==> src/rtl/cla_pkg.sv <==
`default_nettype none
// ============================================================================
// Module   : cla_pkg
// Purpose  : Shared width constant, propagate/generate pair type and helper
//            for the 4-bit carry-lookahead adder.
// Revision : 1.0  initial release
// ============================================================================
package cla_pkg;

  localparam int CLA_WIDTH = 4;

  typedef logic [CLA_WIDTH-1:0] nib_t;

  typedef struct packed {
    nib_t p;
    nib_t g;
  } pg_pair_t;

  // Bitwise propagate/generate terms for one operand pair.
  function automatic pg_pair_t pg_form(input nib_t a, input nib_t b);
    pg_pair_t r;
    r.p = a ^ b;
    r.g = a & b;
    return r;
  endfunction

endpackage : cla_pkg
`default_nettype wire

==> src/rtl/cla_4b_if.sv <==
`default_nettype none
// ============================================================================
// Module   : cla_4b_if
// Purpose  : Operand/result bundle of the 4-bit CLA adder. The group
//            propagate/generate outputs exist only with CLA_4B_GROUP_PG_EN.
// Revision : 1.0  initial release
// ============================================================================
interface cla_4b_if;
  import cla_pkg::*;

  logic [CLA_WIDTH-1:0] A;
  logic [CLA_WIDTH-1:0] B;
  logic                 Cin;
  logic [CLA_WIDTH-1:0] S;
  logic                 Cout;
`ifdef CLA_4B_GROUP_PG_EN
  logic                 PG;
  logic                 GG;
`endif

`ifdef CLA_4B_GROUP_PG_EN
  modport master (output A, B, Cin, input  S, Cout, PG, GG);
  modport slave  (input  A, B, Cin, output S, Cout, PG, GG);
`else
  modport master (output A, B, Cin, input  S, Cout);
  modport slave  (input  A, B, Cin, output S, Cout);
`endif

endinterface : cla_4b_if
`default_nettype wire

==> src/rtl/cla_4b_lcu.sv <==
`default_nettype none
// ============================================================================
// Module   : cla_4b_lcu
// Purpose  : Combinational lookahead carry unit; every carry is a flat
//            sum-of-products of p/g/c0. Group PG/GG with CLA_4B_GROUP_PG_EN.
// Revision : 1.0  initial release
// ============================================================================
module cla_4b_lcu
  import cla_pkg::*;
(
  input  wire nib_t       p,
  input  wire nib_t       g,
  input  wire logic       c0,
`ifdef CLA_4B_GROUP_PG_EN
  output logic            PG,
  output logic            GG,
`endif
  output logic [4:1]      c
);

  // No carry term depends on another carry output: each is expanded fully.
  assign c[1] = g[0]
              | (p[0] & c0);

  assign c[2] = g[1]
              | (p[1] & g[0])
              | (p[1] & p[0] & c0);

  assign c[3] = g[2]
              | (p[2] & g[1])
              | (p[2] & p[1] & g[0])
              | (p[2] & p[1] & p[0] & c0);

  assign c[4] = g[3]
              | (p[3] & g[2])
              | (p[3] & p[2] & g[1])
              | (p[3] & p[2] & p[1] & g[0])
              | (p[3] & p[2] & p[1] & p[0] & c0);

`ifdef CLA_4B_GROUP_PG_EN
  assign PG = p[3] & p[2] & p[1] & p[0];

  assign GG = g[3]
            | (p[3] & g[2])
            | (p[3] & p[2] & g[1])
            | (p[3] & p[2] & p[1] & g[0]);
`endif

endmodule : cla_4b_lcu
`default_nettype wire

==> src/rtl/cla_4b.sv <==
`default_nettype none
// ============================================================================
// Module   : cla_4b
// Purpose  : 4-bit carry-lookahead adder, one-cycle registered {Cout,S}.
//            Optional group PG/GG outputs under CLA_4B_GROUP_PG_EN.
// Revision : 1.0  initial release
// ============================================================================
module cla_4b
  import cla_pkg::*;
#(
  parameter int WIDTH = CLA_WIDTH
) (
  input  wire logic clk,
  input  wire logic rst_n,
  cla_4b_if.slave   bus
);

  pg_pair_t          w_pg;
  logic [WIDTH:0]    w_c;
  logic [WIDTH-1:0]  w_sum;

  logic [WIDTH-1:0]  r_s;
  logic              r_cout;

  assign w_pg   = pg_form(bus.A, bus.B);
  assign w_c[0] = bus.Cin;

`ifdef CLA_4B_GROUP_PG_EN
  logic w_grp_p;
  logic w_grp_g;
  logic r_pg;
  logic r_gg;

  cla_4b_lcu u_lcu (
    .p  (w_pg.p),
    .g  (w_pg.g),
    .c0 (bus.Cin),
    .PG (w_grp_p),
    .GG (w_grp_g),
    .c  (w_c[4:1])
  );
`else
  cla_4b_lcu u_lcu (
    .p  (w_pg.p),
    .g  (w_pg.g),
    .c0 (bus.Cin),
    .c  (w_c[4:1])
  );
`endif

  for (genvar i = 0; i < WIDTH; i++) begin : g_sum
    assign w_sum[i] = w_pg.p[i] ^ w_c[i];
  end

  always_ff @(posedge clk) begin
    if (!rst_n) begin
      r_s    <= '0;
      r_cout <= 1'b0;
    end else begin
      r_s    <= w_sum;
      r_cout <= w_c[WIDTH];
    end
  end

  assign bus.S    = r_s;
  assign bus.Cout = r_cout;

`ifdef CLA_4B_GROUP_PG_EN
  always_ff @(posedge clk) begin
    if (!rst_n) begin
      r_pg <= 1'b0;
      r_gg <= 1'b0;
    end else begin
      r_pg <= w_grp_p;
      r_gg <= w_grp_g;
    end
  end

  assign bus.PG = r_pg;
  assign bus.GG = r_gg;
`endif

endmodule : cla_4b
`default_nettype wire

==> src/flat_wrapper.sv <==
// flat-port wrapper written by rule: the top's interface ports become plain ports
module cla_4b_flat import cla_pkg::*;
#(
  parameter int WIDTH = CLA_WIDTH
)
  (clk, rst_n, bus_A, bus_B, bus_Cin, bus_S, bus_Cout);
  cla_4b_if bus_i ();
  input  wire logic clk;
  input  wire logic rst_n;
  input wire logic [$bits(bus_i.A)-1:0] bus_A;
  input wire logic [$bits(bus_i.B)-1:0] bus_B;
  input wire logic [$bits(bus_i.Cin)-1:0] bus_Cin;
  output wire logic [$bits(bus_i.S)-1:0] bus_S;
  output wire logic [$bits(bus_i.Cout)-1:0] bus_Cout;
  assign bus_i.A = bus_A;
  assign bus_i.B = bus_B;
  assign bus_i.Cin = bus_Cin;
  assign bus_S = bus_i.S;
  assign bus_Cout = bus_i.Cout;
  cla_4b #(.WIDTH(WIDTH)) u_core (.clk(clk), .rst_n(rst_n), .bus(bus_i));
endmodule
==> config.mk <==
export PLATFORM = sky130hd
export DESIGN_NAME = cla_4b_flat
export DESIGN_NICKNAME = d
export VERILOG_FILES = /design/src/rtl/cla_pkg.sv /design/src/rtl/cla_4b_if.sv /design/src/rtl/cla_4b_lcu.sv /design/src/rtl/cla_4b.sv /design/src/flat_wrapper.sv
export SDC_FILE = /design/constraint.sdc
export NUM_CORES = 1
export LEC_CHECK = 0
export CORE_AREA = 2 2 39 41
export CTS_BUF_LIST = sky130_fd_sc_hd__clkbuf_4 sky130_fd_sc_hd__clkbuf_8 sky130_fd_sc_hd__clkbuf_16
export DETAILED_ROUTE_END_ITERATION = 8
export DIE_AREA = 0 0 41 43
export GPL_TIMING_DRIVEN = 0
export PLACE_DENSITY = 0.46
export RECOVER_POWER = 50
export REMOVE_ABC_BUFFERS = 1
export SYNTH_ARGS = -nofsm -noshare
export SYNTH_HDL_FRONTEND = slang
export SYNTH_HIERARCHICAL = 1
export SYNTH_SLANG_ARGS = --single-unit
==> constraint.sdc <==
create_clock -name clk -period 1.6 [get_ports clk]
set_input_delay 0.16 -clock clk [delete_from_list [all_inputs] [get_ports clk]]
set_output_delay 0.16 -clock clk [all_outputs]
set_load 0.02 [all_outputs]
==> flow_summary.ini, run 1 <==
[route]
wire_per_inst_um = 7.95
wirelength_um = 477
final_antenna_net_count = 0
viasPerCell = 3.98
routed-via-count = 239
drt_iter0_drc = 2
first_pass_iters = 2
route.detailed.drc = 0

[synth]
synth_cells = 23
ys_ff_latch = 5
synth_cell_types = 6
syn_area_um2 = 255
syn_avg_cell_area_um2 = 11.1
ys_warn_count = 6
ys_seq_area_share_pct = 39.2

[sta]
period_needed_ns = 1.41
slew_headroom_pct = 85.4
setup_viol = 0
slew_violations = 0
max_freq_mhz = 709
hold_viol_final = 0
worstMarginPinSlew_ns = 0.218
timing.final.ws_setup_ns = 0.190
fin_crit_sh_pct = 88.1
rsz0062_at_grt = false

[global_route]
grt_pass1_vias = 246
grt_overflow_total = 0
grt_pass1_wl_um = 945
grt_usage_pct = 8.23
grt_max_degree = 6
antenna_found_initial = 0

[pwr]
peakVddDrop_mv = 0.199
total_power_w = 0.000428
leakagePower_nw = 0.248
p_per_area_nw_per_um2 = 900

[layout]
drive_gt1_share_pct = 13.6
fillers = 155
areaGrowthSynthToFinish_pct = 86.3
n_antenna_cell = 0
nNetsFinal = 60

[clock_network]
cts_tree = done
cts_inserted_buffers = 3
clk_path_buf_depth = 2
clock_sink_count = 5
cts-root-buf = clkbuf_4
cts.clk_slew.worst_paths_ns = 0.04
htreeDepth = 1

[critical_path]
required_ns = 1.73
cp-start-kind = input pin
worstPathMaxFanout = 3
worstSetupPathType = in2reg
critPathCaptureType = register
arrival_ns = 1.54

[worst_hold_path]
hold_end = u_core/bus.S[1]
min_path_type = in2reg
holdPathStages = 5
hold_start = bus_B[0]

[die]
die_y_um = 43
io-pin-count = 16
die-area_um2 = 1760
row_count = 14
dieWidth_um = 41
start_util_pct = 18.4
coreArea_um2 = 1380

[flow_run]
max_cap_violations = 0

[status]
status = finished clean

[place]
gp_congestion = 0.632
place.port_buffers = 15
dp_slack_ns = -0.315
[synthesized netlist by cell type, drive strengths merged]
cell | count | area, µm²
xor2 | 4 | 35.0
a21o | 4 | 30.0
dfxtp | 5 | 100
ha | 4 | 50.1
a31o | 1 | 8.76
and2 | 5 | 31.3
[routing by layer]
| metal | wire length, µm | global-route usage [%] | vias to the layer above |
|---|---|---|---|
| met5 | 0 | 0 | - |
| met4 | 0 | 6.00 | 0 |
| met3 | 49 | 3.14 | 0 |
| met2 | 263 | 14.4 | 10 |
| met1 | 164 | 6.75 | 106 |
| li1 | - | - | 123 |
[state kept, by name (all words and copies together), names as in the netlist]
register         count
u_core/bus.S         4
u_core/bus.Cout      1
[logic make-up (layout without fill, tap and decap cells)]
family	after synthesis	in the layout	synth area share [%]
compound gates	5	5	15.2
xor+xnor	4	4	13.7
fa+ha+maj	4	4	19.6
buf+inv	0	21	0
flops	5	5	39.2
simple gates	5	5	12.3
[layout make-up]
type | count | area (µm²) | share of cell area (%)
Timing Repair Buffer | 17 | 170 | 35.8
Multi-Input combinational cell | 18 | 155 | 32.6
Sequential cell | 5 | 100 | 21.1
Clock buffer | 4 | 30.0 | 6.32
Tap cell | 16 | 20.0 | 4.21
[where the power goes]
group          switching (W)  internal (W)  leakage (nW)
Sequential        0.00000286      0.000140        0.0416
Clock              0.0000438      0.000111        0.0184
Combinational      0.0000534     0.0000772         0.188
[layout by cell type (no fill, tap or decap)]
cell type        instances
a21o_1                   4
a31o_1                   1
and2_1                   5
buf_4                    1
clkbuf_4                 5
clkdlybuf4s50_1         10
dfxtp_1                  5
dlygate4sd3_1            3
dlymetal6s2s_1           2
ha_1                     4
xor2_1                   4
[repair_timing]
action / 4_1_cts / 5_1_grt
endpoints found under the setup margin: 1 / 1
setup buffers: 2 / 0
hold buffers: 0 / 0
pin swaps: 3 / 4
gates resized for setup: 0 / 2
[how the worst max path moves through the flow]
stage / start / end
5_1_grt: bus_A[1] / u_core/bus.S[3]
3_3_place_gp: bus_A[0] / u_core/bus.S[3]
2_1_floorplan: bus_A[0] / u_core/bus.S[3]
4_1_cts: bus_B[0] / u_core/bus.S[3]
6_report: bus_A[1] / u_core/bus.S[3]
3_5_place_dp: bus_A[0] / u_core/bus.S[3]
[critical path, stage by stage]
cell and delay [ns]:
clkdlybuf4s50_1 0.41, ha_1 0.32, a21o_1 0.19, a21o_1 0.16, xor2_1 0.14, and2_1 0.15
[metrics by stage]
stage / hold slack (ns) / setup TNS [ns] / area [µm²] / util [%] / std cells
final: 0.524 / 0 / 475 / 34.4 / 60
after global routing: 0.540 / 0 / 475 / 34.4 / 60
after CTS: 0.586 / 0 / 470 / 34.0 / 60
after detailed placement: 0.837 / -0.639 / 425 / 30.7 / 54
after global placement: 0.837 / -0.546 / 425 / 30.7 / 54
after floorplan: 0.282 / 0 / 255 / - / 23
Power figures use the tool's default switching activity.
==> run 2, diff against run 1 <==
--- a/config.mk
+++ b/config.mk
@@ -10,6 +10,7 @@
 export DETAILED_ROUTE_END_ITERATION = 8
 export DIE_AREA = 0 0 41 43
 export GPL_TIMING_DRIVEN = 0
+export MAX_ROUTING_LAYER = met4
 export PLACE_DENSITY = 0.46
 export RECOVER_POWER = 50
 export REMOVE_ABC_BUFFERS = 1
==> constraint.sdc (replaced) <==
create_clock -name clk -period 1.7 [get_ports clk]
set_input_delay 0.17 -clock clk [delete_from_list [all_inputs] [get_ports clk]]
set_output_delay 0.17 -clock clk [all_outputs]
set_load 0.02 [all_outputs]
==> flow_summary.ini, run 2 (synthesized netlist as in run 1, its figures left out) <==
[die]
die_y_um = 43
dieWidth_um = 41
coreArea_um2 = 1380
start_util_pct = 18.4
row_count = 14
io-pin-count = 16
die-area_um2 = 1760

[route]
final_antenna_net_count = 0
route.detailed.drc = 0
wirelength_um = 473
first_pass_iters = 1
wire_per_inst_um = 8.02
viasPerCell = 3.97
routed-via-count = 234
drt_iter0_drc = 0

[sta]
period_needed_ns = 1.64
slew_headroom_pct = 85.5
fin_crit_sh_pct = 96.6
rsz0062_at_grt = false
slew_violations = 0
worstMarginPinSlew_ns = 0.217
hold_viol_final = 0
setup_viol = 0
tns_ns = 0
max_freq_mhz = 609

[layout]
multi_input_area_um2 = 155
fillers = 155
mostFrequentLayoutCells = clkdlybuf4s50_1 (13), dfxtp_1 (5)
seq_area_um2 = 100
layout_commonest_cell = clkdlybuf4s50_1
drive_gt1_share_pct = 11.6
largest_reg_flops = 4
fin_util_pct = 33.5
areaGrowthSynthToFinish_pct = 81.4
n_antenna_cell = 0
nNetsFinal = 59

[pwr]
switchingPower_w = 0.0000940
combPwrFrac_pct = 30.2
p_sw_share_pct = 23.4
seq_power_share_pct = 33.6
peakVddDrop_mv = 0.194
p_int_w = 0.000307
leakagePower_nw = 0.221
clkPwrFrac_pct = 36.2
p_per_area_nw_per_um2 = 867

[worst_hold_path]
hold_end = u_core/bus.S[3]
holdPathStages = 2
min_path_type = in2reg
hold_start = rst_n

[place]
gp_congestion = 0.637
place.port_buffers = 15

[global_route]
antenna_found_initial = 0
grt_overflow_total = 0
grt_usage_pct = 8.44
grt_max_degree = 6
grt_pass1_wl_um = 945
grt_pass1_vias = 246

[critical_path]
critPathCaptureType = register
worstPathMaxFanout = 3
worstSetupPathType = in2reg
path_cells = clkdlybuf4s50_1, ha_1, a21o_1, a21o_1, a21o_1, xor2_1, and2_1
cp-start-kind = input pin
arrival_ns = 1.77
worst_path_most_repeated_cell = a21o_1
critPathMaxStageDelay_ns = 0.41
required_ns = 1.82
slowest_stage = clkdlybuf4s50_1

[clock_network]
clk_path_buf_depth = 2
cts-root-buf = clkbuf_4
cts_tree = done
cts_setup_buffers = 0
htreeDepth = 1
cts_hold_buf = 0
cts.clk_slew.worst_paths_ns = 0.04
cts_resized = 0
cts_inserted_buffers = 3
clock_sink_count = 5

[flow_run]
max_cap_violations = 0

[status]
status = finished clean
-- run 2: worst max path at each step --
stage	start	end	slack, ns	depth (start not counted)
global route	bus_A[0]	u_core/bus.S[3]	0.002	7
detailed placement	bus_A[0]	u_core/bus.S[3]	-0.22	7
floorplan	bus_A[0]	u_core/bus.S[3]	0.27	6
finish	bus_A[0]	u_core/bus.S[3]	0.06	7
global placement	bus_A[0]	u_core/bus.S[3]	-0.19	7
CTS	bus_A[0]	u_core/bus.S[3]	0.03	7
-- run 2: power by group through the flow --
stage	Clock [W]	Sequential, W	Combinational [W]
4_1_cts	0.000153	0.000135	0.000121
6_report	0.000145	0.000135	0.000121
3_5_place_dp	0	0.000137	0.000121
5_1_grt	0.000164	0.000136	0.000135
2_1_floorplan	0	0.000156	0.0000438
3_3_place_gp	0	0.000137	0.000119
-- run 2: metal layers --
metal,track usage (%),part of all wire (%),up-vias
li1,-,-,119
met1,6.75,35,105
met2,14.4,54,10
met3,3.14,10,0
met4,6.00,0,0
met5,-,0,-
-- run 2: area by class of cell --
class / instances / share of cell area, %
tap: 16 / 4.32
sequential: 5 / 21.6
multi-input combinational: 18 / 33.5
timing repair buffer: 16 / 34.1
clock buffer: 4 / 6.49
-- run 2: per-stage QoR --
| step | hold WS (ns) | setup WS [ns] | std cells | area (µm²) | power [W] |
|---|---|---|---|---|---|
| final | 0.597 | 0.0585 | 59 | 463 | 0.000401 |
| after global routing | 0.616 | 0.00247 | 59 | 463 | 0.000435 |
| after CTS | 0.596 | 0.0302 | 58 | 455 | 0.000410 |
| after detailed placement | 0.847 | -0.225 | 54 | 425 | 0.000258 |
| after global placement | 0.847 | -0.187 | 54 | 425 | 0.000255 |
| after floorplan | 0.292 | 0.274 | 23 | 255 | 0.000200 |
-- run 2: worst max-delay path, delay by kind of cell --
kind / cells / cell delay [ns]
AOI/OAI and AO/OA: 3 / 0.59
xor gates and xnor gates: 1 / 0.14
adders and majority gates: 1 / 0.32
and+or+nand+nor: 1 / 0.15
buffers and inverters: 1 / 0.41
